**src/rtl/core_pkg.sv**
```systemverilog
// Shared core definitions: execute-ALU op encoding, RV32I opcode constants and the
// decoded-instruction bundle passed from decode to execute.
package core_pkg;

  typedef enum logic [3:0] {
    AluAdd = 4'b0000,
    AluSub = 4'b0001,
    AluSlt = 4'b0010,
    AluXor = 4'b0011,
    AluAnd = 4'b0100,
    AluOr  = 4'b0101,
    AluSll = 4'b0110,
    AluSrl = 4'b0111,
    AluSra = 4'b1000,
    AluBne = 4'b1001,
    AluBlt = 4'b1010,
    AluBge = 4'b1011
  } alu_op_e;

  localparam logic [6:0] OpLui    = 7'b0110111;
  localparam logic [6:0] OpAuipc  = 7'b0010111;
  localparam logic [6:0] OpJal    = 7'b1101111;
  localparam logic [6:0] OpJalr   = 7'b1100111;
  localparam logic [6:0] OpBranch = 7'b1100011;
  localparam logic [6:0] OpLoad   = 7'b0000011;
  localparam logic [6:0] OpStore  = 7'b0100011;
  localparam logic [6:0] OpImm    = 7'b0010011;
  localparam logic [6:0] OpReg    = 7'b0110011;

  localparam logic [6:0] F7Base = 7'b0000000;
  localparam logic [6:0] F7Alt  = 7'b0100000;

  typedef struct packed {
    alu_op_e     aluop;
    logic [4:0]  rs1;
    logic [4:0]  rs2;
    logic [4:0]  rd;
    logic [31:0] imm;
    logic [31:0] pc;
    logic        use_imm;
    logic        reg_write;
    logic        is_branch;
    logic        is_load;
    logic        is_store;
    logic        is_jal;
    logic        is_jalr;
    logic        is_lui;
    logic        is_auipc;
    logic        illegal;
  } bundle_t;

  typedef struct packed {
    logic    illegal;
    alu_op_e op;
  } alu_dec_t;

  // OP-IMM non-shift ops carry immediate bits in funct7, so only OP and shifts check it.
  function automatic alu_dec_t alu_decode(input logic [2:0] funct3, input logic [6:0] funct7,
                                          input logic reg_op);
    alu_dec_t r;
    logic     f7_base;
    logic     f7_alt;
    f7_base   = (funct7 == F7Base);
    f7_alt    = (funct7 == F7Alt);
    r.op      = AluAdd;
    r.illegal = 1'b0;
    case (funct3)
      3'b000: begin
        r.op      = (reg_op && f7_alt) ? AluSub : AluAdd;
        r.illegal = reg_op && !(f7_base || f7_alt);
      end
      3'b001: begin
        r.op      = AluSll;
        r.illegal = !f7_base;
      end
      3'b010: begin
        r.op      = AluSlt;
        r.illegal = reg_op && !f7_base;
      end
      3'b011: r.illegal = 1'b1;
      3'b100: begin
        r.op      = AluXor;
        r.illegal = reg_op && !f7_base;
      end
      3'b101: begin
        r.op      = f7_alt ? AluSra : AluSrl;
        r.illegal = !(f7_base || f7_alt);
      end
      3'b110: begin
        r.op      = AluOr;
        r.illegal = reg_op && !f7_base;
      end
      default: begin
        r.op      = AluAnd;
        r.illegal = reg_op && !f7_base;
      end
    endcase
    return r;
  endfunction

endpackage

```
**src/rtl/decode_comb.sv**
```systemverilog
// Purely combinational RV32I subset decoder: instruction word and pc in, bundle out.
module decode_comb
  import core_pkg::*;
(
  input  logic [31:0] inst,
  input  logic [31:0] pc,
  output bundle_t     bundle
);

  logic [2:0]  funct3;
  logic [6:0]  funct7;
  logic [31:0] imm_i, imm_s, imm_b, imm_j, imm_u;
  alu_dec_t    alu_dec;

  assign funct3 = inst[14:12];
  assign funct7 = inst[31:25];
  assign imm_i  = {{20{inst[31]}}, inst[31:20]};
  assign imm_s  = {{20{inst[31]}}, inst[31:25], inst[11:7]};
  assign imm_b  = {{20{inst[31]}}, inst[7], inst[30:25], inst[11:8], 1'b0};
  assign imm_j  = {{12{inst[31]}}, inst[19:12], inst[20], inst[30:21], 1'b0};
  assign imm_u  = {inst[31:12], 12'b0};
  assign alu_dec = alu_decode(funct3, funct7, inst[6:0] == OpReg);

  always_comb begin
    bundle       = '0;
    bundle.aluop = AluAdd;
    bundle.rs1   = inst[19:15];
    bundle.rs2   = inst[24:20];
    bundle.rd    = inst[11:7];
    bundle.pc    = pc;
    case (inst[6:0])
      OpLui, OpAuipc: begin
        bundle.imm       = imm_u;
        bundle.use_imm   = 1'b1;
        bundle.reg_write = 1'b1;
        bundle.is_lui    = (inst[6:0] == OpLui);
        bundle.is_auipc  = (inst[6:0] == OpAuipc);
      end
      OpJal: begin
        bundle.imm       = imm_j;
        bundle.use_imm   = 1'b1;
        bundle.reg_write = 1'b1;
        bundle.is_jal    = 1'b1;
      end
      OpJalr: begin
        bundle.imm       = imm_i;
        bundle.use_imm   = 1'b1;
        bundle.reg_write = 1'b1;
        bundle.is_jalr   = 1'b1;
        bundle.illegal   = (funct3 != 3'b000);
      end
      OpBranch: begin
        bundle.imm       = imm_b;
        bundle.is_branch = 1'b1;
        // Ops chosen so ALU flag=1 means taken.
        case (funct3)
          3'b000:  bundle.aluop = AluSub;
          3'b001:  bundle.aluop = AluBne;
          3'b100:  bundle.aluop = AluBlt;
          3'b101:  bundle.aluop = AluBge;
          default: bundle.illegal = 1'b1;
        endcase
      end
      OpLoad, OpStore: begin
        bundle.imm      = (inst[6:0] == OpLoad) ? imm_i : imm_s;
        bundle.use_imm  = 1'b1;
        bundle.is_load  = (inst[6:0] == OpLoad);
        bundle.is_store = (inst[6:0] == OpStore);
        bundle.reg_write = (inst[6:0] == OpLoad);
        bundle.illegal  = (funct3 != 3'b010);
      end
      OpImm: begin
        bundle.imm       = imm_i;
        bundle.use_imm   = 1'b1;
        bundle.reg_write = 1'b1;
        bundle.aluop     = alu_dec.op;
        bundle.illegal   = alu_dec.illegal;
      end
      OpReg: begin
        bundle.reg_write = 1'b1;
        bundle.aluop     = alu_dec.op;
        bundle.illegal   = alu_dec.illegal;
      end
      default: bundle.illegal = 1'b1;
    endcase
    if (bundle.illegal) begin
      bundle.reg_write = 1'b0;
      bundle.is_branch = 1'b0;
      bundle.is_load   = 1'b0;
      bundle.is_store  = 1'b0;
    end
  end

endmodule

```
**src/rtl/decode_stage.sv**
```systemverilog
// Decode pipeline stage: combinational decoder feeding an output register backed by a
// single skid register so in_ready can be fully registered.
module decode_stage
  import core_pkg::*;
(
  input  logic        clk,
  input  logic        rstn,
  input  logic        in_valid,
  output logic        in_ready,
  input  logic [31:0] inst,
  input  logic [31:0] pc,
  input  logic        flush,
  output logic        out_valid,
  input  logic        out_ready,
  output logic [3:0]  aluop,
  output logic [4:0]  rs1,
  output logic [4:0]  rs2,
  output logic [4:0]  rd,
  output logic [31:0] imm,
  output logic [31:0] pc_out,
  output logic        use_imm,
  output logic        reg_write,
  output logic        is_branch,
  output logic        is_load,
  output logic        is_store,
  output logic        is_jal,
  output logic        is_jalr,
  output logic        is_lui,
  output logic        is_auipc,
  output logic        illegal
);

  bundle_t dec, out_q, out_d, skid_q, skid_d;
  logic    out_valid_q, out_valid_d, skid_valid_q, skid_valid_d, in_ready_q;
  logic    accept;

  decode_comb u_decode_comb (
    .inst   (inst),
    .pc     (pc),
    .bundle (dec)
  );

  assign accept = in_valid && in_ready_q;

  always_comb begin
    out_d        = out_q;
    skid_d       = skid_q;
    out_valid_d  = out_valid_q;
    skid_valid_d = skid_valid_q;
    if (flush) begin
      out_valid_d  = 1'b0;
      skid_valid_d = 1'b0;
    end else if (!out_valid_q || out_ready) begin
      if (skid_valid_q) begin
        out_d        = skid_q;
        out_valid_d  = 1'b1;
        skid_valid_d = accept;
        if (accept) skid_d = dec;
      end else begin
        out_valid_d = accept;
        if (accept) out_d = dec;
      end
    end else if (accept) begin
      skid_d       = dec;
      skid_valid_d = 1'b1;
    end
  end

  always_ff @(posedge clk) begin
    if (!rstn) begin
      out_q        <= '0;
      skid_q       <= '0;
      out_valid_q  <= 1'b0;
      skid_valid_q <= 1'b0;
      in_ready_q   <= 1'b1;
    end else begin
      out_q        <= out_d;
      skid_q       <= skid_d;
      out_valid_q  <= out_valid_d;
      skid_valid_q <= skid_valid_d;
      in_ready_q   <= !skid_valid_d;
    end
  end

  assign in_ready  = in_ready_q;
  assign out_valid = out_valid_q;
  assign aluop     = out_q.aluop;
  assign rs1       = out_q.rs1;
  assign rs2       = out_q.rs2;
  assign rd        = out_q.rd;
  assign imm       = out_q.imm;
  assign pc_out    = out_q.pc;
  assign use_imm   = out_q.use_imm;
  assign reg_write = out_q.reg_write;
  assign is_branch = out_q.is_branch;
  assign is_load   = out_q.is_load;
  assign is_store  = out_q.is_store;
  assign is_jal    = out_q.is_jal;
  assign is_jalr   = out_q.is_jalr;
  assign is_lui    = out_q.is_lui;
  assign is_auipc  = out_q.is_auipc;
  assign illegal   = out_q.illegal;

endmodule

```
**config.mk**
```make
export PLATFORM = sky130hd
export DESIGN_NAME = decode_stage
export DESIGN_NICKNAME = d
export VERILOG_FILES = /design/src/rtl/core_pkg.sv /design/src/rtl/decode_comb.sv /design/src/rtl/decode_stage.sv
export SDC_FILE = /design/constraint.sdc
export NUM_CORES = 1
export LEC_CHECK = 0
export CELL_PAD_IN_SITES_DETAIL_PLACEMENT = 1
export CELL_PAD_IN_SITES_GLOBAL_PLACEMENT = 1
export CORE_MARGIN = 8
export CORE_UTILIZATION = 42
export CTS_BUF_LIST = sky130_fd_sc_hd__clkbuf_2
export CTS_CLUSTER_SIZE = 28
export DETAILED_ROUTE_END_ITERATION = 16
export PLACE_DENSITY_LB_ADDON = 0.1
export SETUP_SLACK_MARGIN = 0.1
export SLEW_MARGIN = 25
export SYNTH_ARGS = -nofsm -noshare
export SYNTH_HDL_FRONTEND = slang
export SYNTH_SLANG_ARGS = --single-unit
```
**constraint.sdc**
```tcl
create_clock -name clk -period 4.6 [get_ports clk]
set_clock_uncertainty 0.2 [all_clocks]
set_input_delay 1.15 -clock clk [delete_from_list [all_inputs] [get_ports clk]]
set_output_delay 1.15 -clock clk [all_outputs]
set_load 0.05 [all_outputs]
```
==> results.ini, run 1 <==
[outcome]
outcome=completed

[synth]
syn_area_um2=7980
synthTopCellsByArea=dfxtp_1, nand2_1, mux2i_1
yosysWarnings=0
avgSynthCellArea_um2=8.35
ys.flop_type=dfxtp_1
synthTopCellsByCount=dfxtp_1, nand2_1, a21oi_1
ys_seq_area_share_pct=47.4
synth-edff-count=0
syn_inst=955
ys_seq_elements=189
yosysUniqueCellTypes=58
synthArstFlopShare_pct=0
yosysMostFrequentCell=dfxtp_1
syn-num-nets=1024
synth_top_area_cell=dfxtp_1
yosys.area.top_type_share_pct=47.4

[power_and_ir_drop]
ir_drop_v=0.000168
p_int_uw=2050
sw_frac_of_total_pct=32.5
power_density_nw_per_um2=305
seq_power_share_pct=57.0
leakagePower_uw=0.00333
switchingPower_uw=983
power.total_uw=3030
pwr-share-comb_pct=17.9
power_frac_clock_pct=25.1

[place]
dp_hpwl_um=16400
gp_congestion=0.782
numPortBuffers=163
pre_cts_slack_ns=0.587

[global_route]
gr-total-overflow=0
grt_usage_pct=20.5
grt_pass1_wl_um=39800
grt_pass1_vias=7264
antenna_found_initial=1
grt_max_degree=110

[sta]
fmax_ghz=0.296
min_period_ns=3.38
finalHoldViolCount=0
relSlewSlack_pct=33.9
worst_pin_slew_ns=0.991
worst_slack_ns=1.22
slew_viol_final=0
rsz0062_at_grt=false
finalSetupTns_ns=0
setup_violations=0
finalCritPeriodShare_pct=73.5

[cts]
path_clk_slew_ns=0.25
clockBufferDepth=2
clock_latency_ns=0.73
cts_buffers=17
cts_sinks=189
ctsHtreeMaxLevel=4
postCtsHoldBufs=0
cts_root_buf=clkbuf_2
postCtsResizedCells=0
cts_setup_buffers=0
cts_tree=done

[setup_path]
cpMaxStageDelayCell=clkdlybuf4s50_1
critPathRequiredTime_ns=3.25
r2r-end=imm[18]
reg2reg_from=skid_valid_q
max_stage_delay_ns=0.85
r2r_setup_slack_ns=2.02
worstRegToRegCells=3
path_cells=clkdlybuf4s50_1
worstSetupStartpointType=register
critPathLaunch=imm[31]
crit_fanout=2
worstSetupEndpointType=primary output
critical_path_class=register to primary output
path_depth=1
arrival_ns=2.03
critPathTopFamily=buffers and inverters
path_buf_inv=1
critPathCapture=imm[31]

[cells_and_area]
drive_gt1_share_pct=6.19
area_growth_pct=24.7
finalNetCount=1139

[drt]
wl_per_cell_um=18.7
postRouteAntennaNets=0
remaining_drc_errors=0
firstDrtPassIters=5
vias=7406
wirelength_um=24700
drt_iter0_drc=391
vias_per_cell=5.62

[die]
start_util_pct=42.8
rows=50
dieArea_um2=23700
die_h_um=154
io_pins=164
core_area_um2=18600
die_w_um=154

[flow_run]
cap_violations=0

[min_path]
min-delay-start=skid_q[26]
hp-class=register to register

-- stage by stage --
step | cells | utilization, % | hold WS (ns) | area [um^2]
after floorplan | 955 | - | 0.232 | 7980
after global placement | 1285 | 52.3 | 0.241 | 9740
after detailed placement | 1285 | 52.3 | 0.247 | 9740
after CTS | 1317 | 53.3 | 0.275 | 9940
after global routing | 1318 | 53.3 | 0.292 | 9940
final | 1318 | 53.3 | 0.275 | 9940
-- worst min path at each step --
stage / to / cells past startpoint
after global routing: skid_q[81] / 2
after global placement: skid_q[30] / 2
after detailed placement: skid_q[24] / 2
after CTS: skid_q[77] / 2
final: skid_q[26] / 2
after floorplan: skid_q[47] / 2
-- routing by layer --
layer  routed length (um)  GRT usage, %  vias up
met4                  202          4.15        0
met3                 1240          5.16       15
met1                12100          27.6     3618
met2                11200          32.5      150
met5                    0             0        -
li1                     -             -     3623
-- placed cells by master, fill, tap and decap left out, types with 3 or more instances in the layout --
| master | netlist | routed |
|---|---|---|
| dfxtp_1 | 189 | 188 |
| o221ai_1 | 3 | 3 |
| nand3_1 | 27 | 27 |
| o21ai_0 | 62 | 62 |
| a211oi_1 | 57 | 57 |
| buf_4 | 0 | 15 |
| nor2b_1 | 4 | 4 |
| nor3b_1 | 4 | 4 |
| or3_1 | 4 | 4 |
| a21oi_1 | 91 | 91 |
| a21o_1 | 3 | 3 |
| clkdlybuf4s50_1 | 0 | 162 |
| a22oi_1 | 4 | 4 |
| clkbuf_2 | 1 | 18 |
| nor3_1 | 14 | 12 |
| inv_1 | 7 | 7 |
| inv_6 | 0 | 4 |
| nand2b_1 | 15 | 15 |
| nand3b_1 | 3 | 3 |
| nand2_1 | 173 | 173 |
| a22o_1 | 6 | 6 |
| nor2_1 | 83 | 83 |
| a32o_1 | 11 | 11 |
| clkinv_1 | 1 | 3 |
| a221oi_1 | 17 | 17 |
| mux2i_1 | 47 | 47 |
-- registers in the layout, indices dropped and copies added (netlist names), 4 cells and up --
| register | cells |
|---|---|
| skid_q | 93 |
| imm | 32 |
| pc_out | 32 |
| rd | 5 |
| rs1 | 5 |
| rs2 | 5 |
| aluop | 4 |
-- cell type report --
class | instances | area (um^2)
Timing Repair Buffer | 180 | 1780
Antenna cell | 1 | 2.50
Sequential cell | 189 | 3790
Fill cell | 2232 | 8700
Inverter | 9 | 36.3
Tap cell | 234 | 293
Clock inverter | 14 | 110
Multi-Input combinational cell | 673 | 3850
Clock buffer | 18 | 90.1
-- power groups by stage --
stage / clock [uW] / combinational (uW) / sequential [uW]
6_report: 759 / 542 / 1730
5_1_grt: 861 / 578 / 1740
4_1_cts: 793 / 547 / 1730
3_5_place_dp: 0 / 545 / 1760
3_3_place_gp: 0 / 539 / 1760
2_1_floorplan: 0 / 167 / 1910
-- logic make-up (layout without fill, tap and decap cells) --
| family | after synthesis | after routing | share of synthesized area (%) |
|---|---|---|---|
| and+or+nand+nor | 345 | 345 | 19.1 |
| DFF | 189 | 189 | 47.4 |
| other | 0 | 1 | 0 |
| buffers and inverters | 93 | 221 | 4.49 |
| AOI/OAI and AO/OA | 280 | 280 | 22.9 |
| muxes | 48 | 48 | 6.04 |
Power figures use the tool's default switching activity.
==> run 2: changes to the inputs <==
--- a/config.mk
+++ b/config.mk
@@ -8,7 +8,7 @@
 export CELL_PAD_IN_SITES_DETAIL_PLACEMENT = 1
 export CELL_PAD_IN_SITES_GLOBAL_PLACEMENT = 1
 export CORE_MARGIN = 8
-export CORE_UTILIZATION = 42
+export CORE_UTILIZATION = 39
 export CTS_BUF_LIST = sky130_fd_sc_hd__clkbuf_2
 export CTS_CLUSTER_SIZE = 28
 export DETAILED_ROUTE_END_ITERATION = 16
==> constraint.sdc (replaced) <==
create_clock -name clk -period 3.3 [get_ports clk]
set_clock_uncertainty 0.2 [all_clocks]
set_input_delay 0.825 -clock clk [delete_from_list [all_inputs] [get_ports clk]]
set_output_delay 0.825 -clock clk [all_outputs]
set_load 0.05 [all_outputs]
==> run 2 against run 1 <==
  * Total power up 43%
  * Combinational power up 45%
  * Via count up 0.62%
  * Wire length up 4.8%
  * First-iteration DRC count up 7.9%
  * Sequential power up 39%
  * Worst hold slack worse by 0.0011 ns
  * Critical path depth unchanged
  * Register-to-register slack worse by 1.1 ns
  * Clock-buffer cell count unchanged
  * Setup slack worse by 0.97 ns
==> results.ini, run 2 (synthesis gave the netlist of run 1 again) <==
[sta]
worst_pin_slew_ns=0.898  ; -0.0929 ns
setup_violations=0  ; unchanged
finalHoldViolCount=0  ; unchanged
fmax_ghz=0.328
slew_viol_final=0  ; unchanged
min_period_ns=3.05
rsz0062_at_grt=false
finalSetupTns_ns=0  ; unchanged
relSlewSlack_pct=40.1  ; +6.2 points
finalCritPeriodShare_pct=92.5

[power_and_ir_drop]
sw_frac_of_total_pct=33.2  ; +0.72 points
power_frac_clock_pct=26.2  ; +1.1 points
seq_power_share_pct=55.6  ; -1.4 points
ir_drop_v=0.000178  ; +5.8%
leakagePower_uw=0.00349  ; +4.8%
switchingPower_uw=1430  ; +46%
p_int_uw=2890  ; +41%
pwr-share-comb_pct=18.2  ; +0.3 points
power_density_nw_per_um2=423  ; +39%

[cells_and_area]
drive_gt1_share_pct=7.99  ; +1.8 points
regMostFlops=skid_q
multi_input_area_um2=3850  ; unchanged
area.sequential_um2=3790  ; unchanged
fin_util_pct=50.6  ; -2.7 points
area_growth_pct=28.0
finalNetCount=1159  ; +1.8%
final_cell_mix=dfxtp_1, nand2_1, clkdlybuf4s50_1
mostFrequentLayoutCell=dfxtp_1
largest_reg_flops=93  ; unchanged
nFillCells=2410  ; +8.0%

[die]
rows=52  ; +4.0%
dieArea_um2=25300  ; +6.9%
die_w_um=159  ; +3.4%
die_h_um=159  ; +3.4%
io_pins=164  ; unchanged
start_util_pct=39.5  ; -3.2 points
core_area_um2=20200  ; +8.2%

[drt]
drt_iter0_drc=422  ; +7.9%
wl_per_cell_um=18.8  ; +0.59%
remaining_drc_errors=0  ; unchanged
postRouteAntennaNets=0  ; unchanged
firstDrtPassIters=5  ; unchanged
vias=7452  ; +0.62%
wirelength_um=25800  ; +4.8%
vias_per_cell=5.43  ; -3.4%

[global_route]
grt_pass1_wl_um=41600  ; +4.4%
grt_max_degree=113  ; +2.7%
grt_usage_pct=20.0  ; -0.47 points
grt_pass1_vias=7566  ; +4.2%
gr-total-overflow=0  ; unchanged
antenna_found_initial=1  ; unchanged

[cts]
clock_latency_ns=0.77  ; +0.04 ns
cts_sinks=189  ; unchanged
cts_buffers=17  ; unchanged
postCtsResizedCells=0  ; unchanged
cts_root_buf=clkbuf_2
postCtsHoldBufs=0  ; unchanged
ctsHtreeMaxLevel=4  ; unchanged
path_clk_slew_ns=0.30  ; +0.05 ns
clockBufferDepth=2  ; unchanged
cts_setup_buffers=0  ; unchanged
cts_tree=done

[outcome]
outcome=completed

[setup_path]
crit_fanout=2  ; unchanged
worstSetupStartpointType=register
max_stage_delay_ns=0.83  ; -0.02 ns
cpMaxStageDelayCell=clkdlybuf4s50_1
arrival_ns=2.03  ; about the same
critPathRequiredTime_ns=2.27  ; -0.98 ns
worstSetupEndpointType=primary output
path_buf_inv=1  ; unchanged
path_cells=clkdlybuf4s50_1
critPathTopFamily=buffers and inverters
critical_path_class=register to primary output

[flow_run]
cap_violations=0  ; unchanged

[min_path]
hp-class=register to register

[place]
gp_congestion=0.820  ; +4.9%
dp_hpwl_um=17700  ; +8.1%
numPortBuffers=163  ; unchanged

==> run 2: cell count changes in the layout (fill, tap and decap cells not counted), sizes merged <==
cell / previous run / this run
buf: 18 / 38
clkdlybuf4s50: 162 / 159
dlymetal6s2s: 0 / 3
clkinv: 7 / 5
inv: 14 / 15
==> run 2: tightest hold or removal path, cell delays in order (launching register included) <==
cell     delay [ns]
dfxtp_1        0.38
nand2_1        0.05
a21oi_1        0.05
==> run 2: final timing paths <==
path | start | to | slack, ns | cells after the start
hold reg to reg | skid_q[13] | skid_q[13] | 0.27 | 2
setup reg to reg | skid_valid_q | skid_q[64] | 0.88 | 5
hold / removal | skid_q[13] | skid_q[13] | 0.27 | 2
setup / recovery | imm[3] | imm[3] | 0.25 | 1
==> run 2: layer usage <==
metal | part of all wire, % | track usage, %
met4 | 1.1 | 5.19
met3 | 5.2 | 4.71
met1 | 48 | 26.6
met5 | 0 | 0
met2 | 46 | 32.0
==> run 2: final cells by class <==
cell class              count  area share [%]
well taps                 270            3.31
flip-flops and latches    189            37.1
repair buffers            200            19.5
clock inverters            13            1.23
multi-input cells         673            37.7
diodes                      1          0.0245
clock buffers              18           0.882
inverters                   9           0.355
==> run 2: power groups by stage <==
stage / clock network [uW] / logic [uW] / registers (uW)
2_1_floorplan: 0 / 233 / 2660
3_3_place_gp: 0 / 777 / 2440
3_5_place_dp: 0 / 788 / 2440
4_1_cts: 1180 / 791 / 2410
5_1_grt: 1280 / 835 / 2420
6_report: 1130 / 785 / 2400
==> run 2: stage by stage <==
step                      area, um^2  instances  setup WS (ns)  hold WS, ns  power [uW]
after floorplan                 7980        955          0.798        0.232        2890
after global placement          9990       1341          0.119        0.241        3220
after detailed placement        9990       1341         0.0985        0.245        3230
after CTS                      10200       1372          0.130        0.180        4380
after global routing           10200       1373          0.106        0.208        4530
final                          10200       1373          0.249        0.273        4320
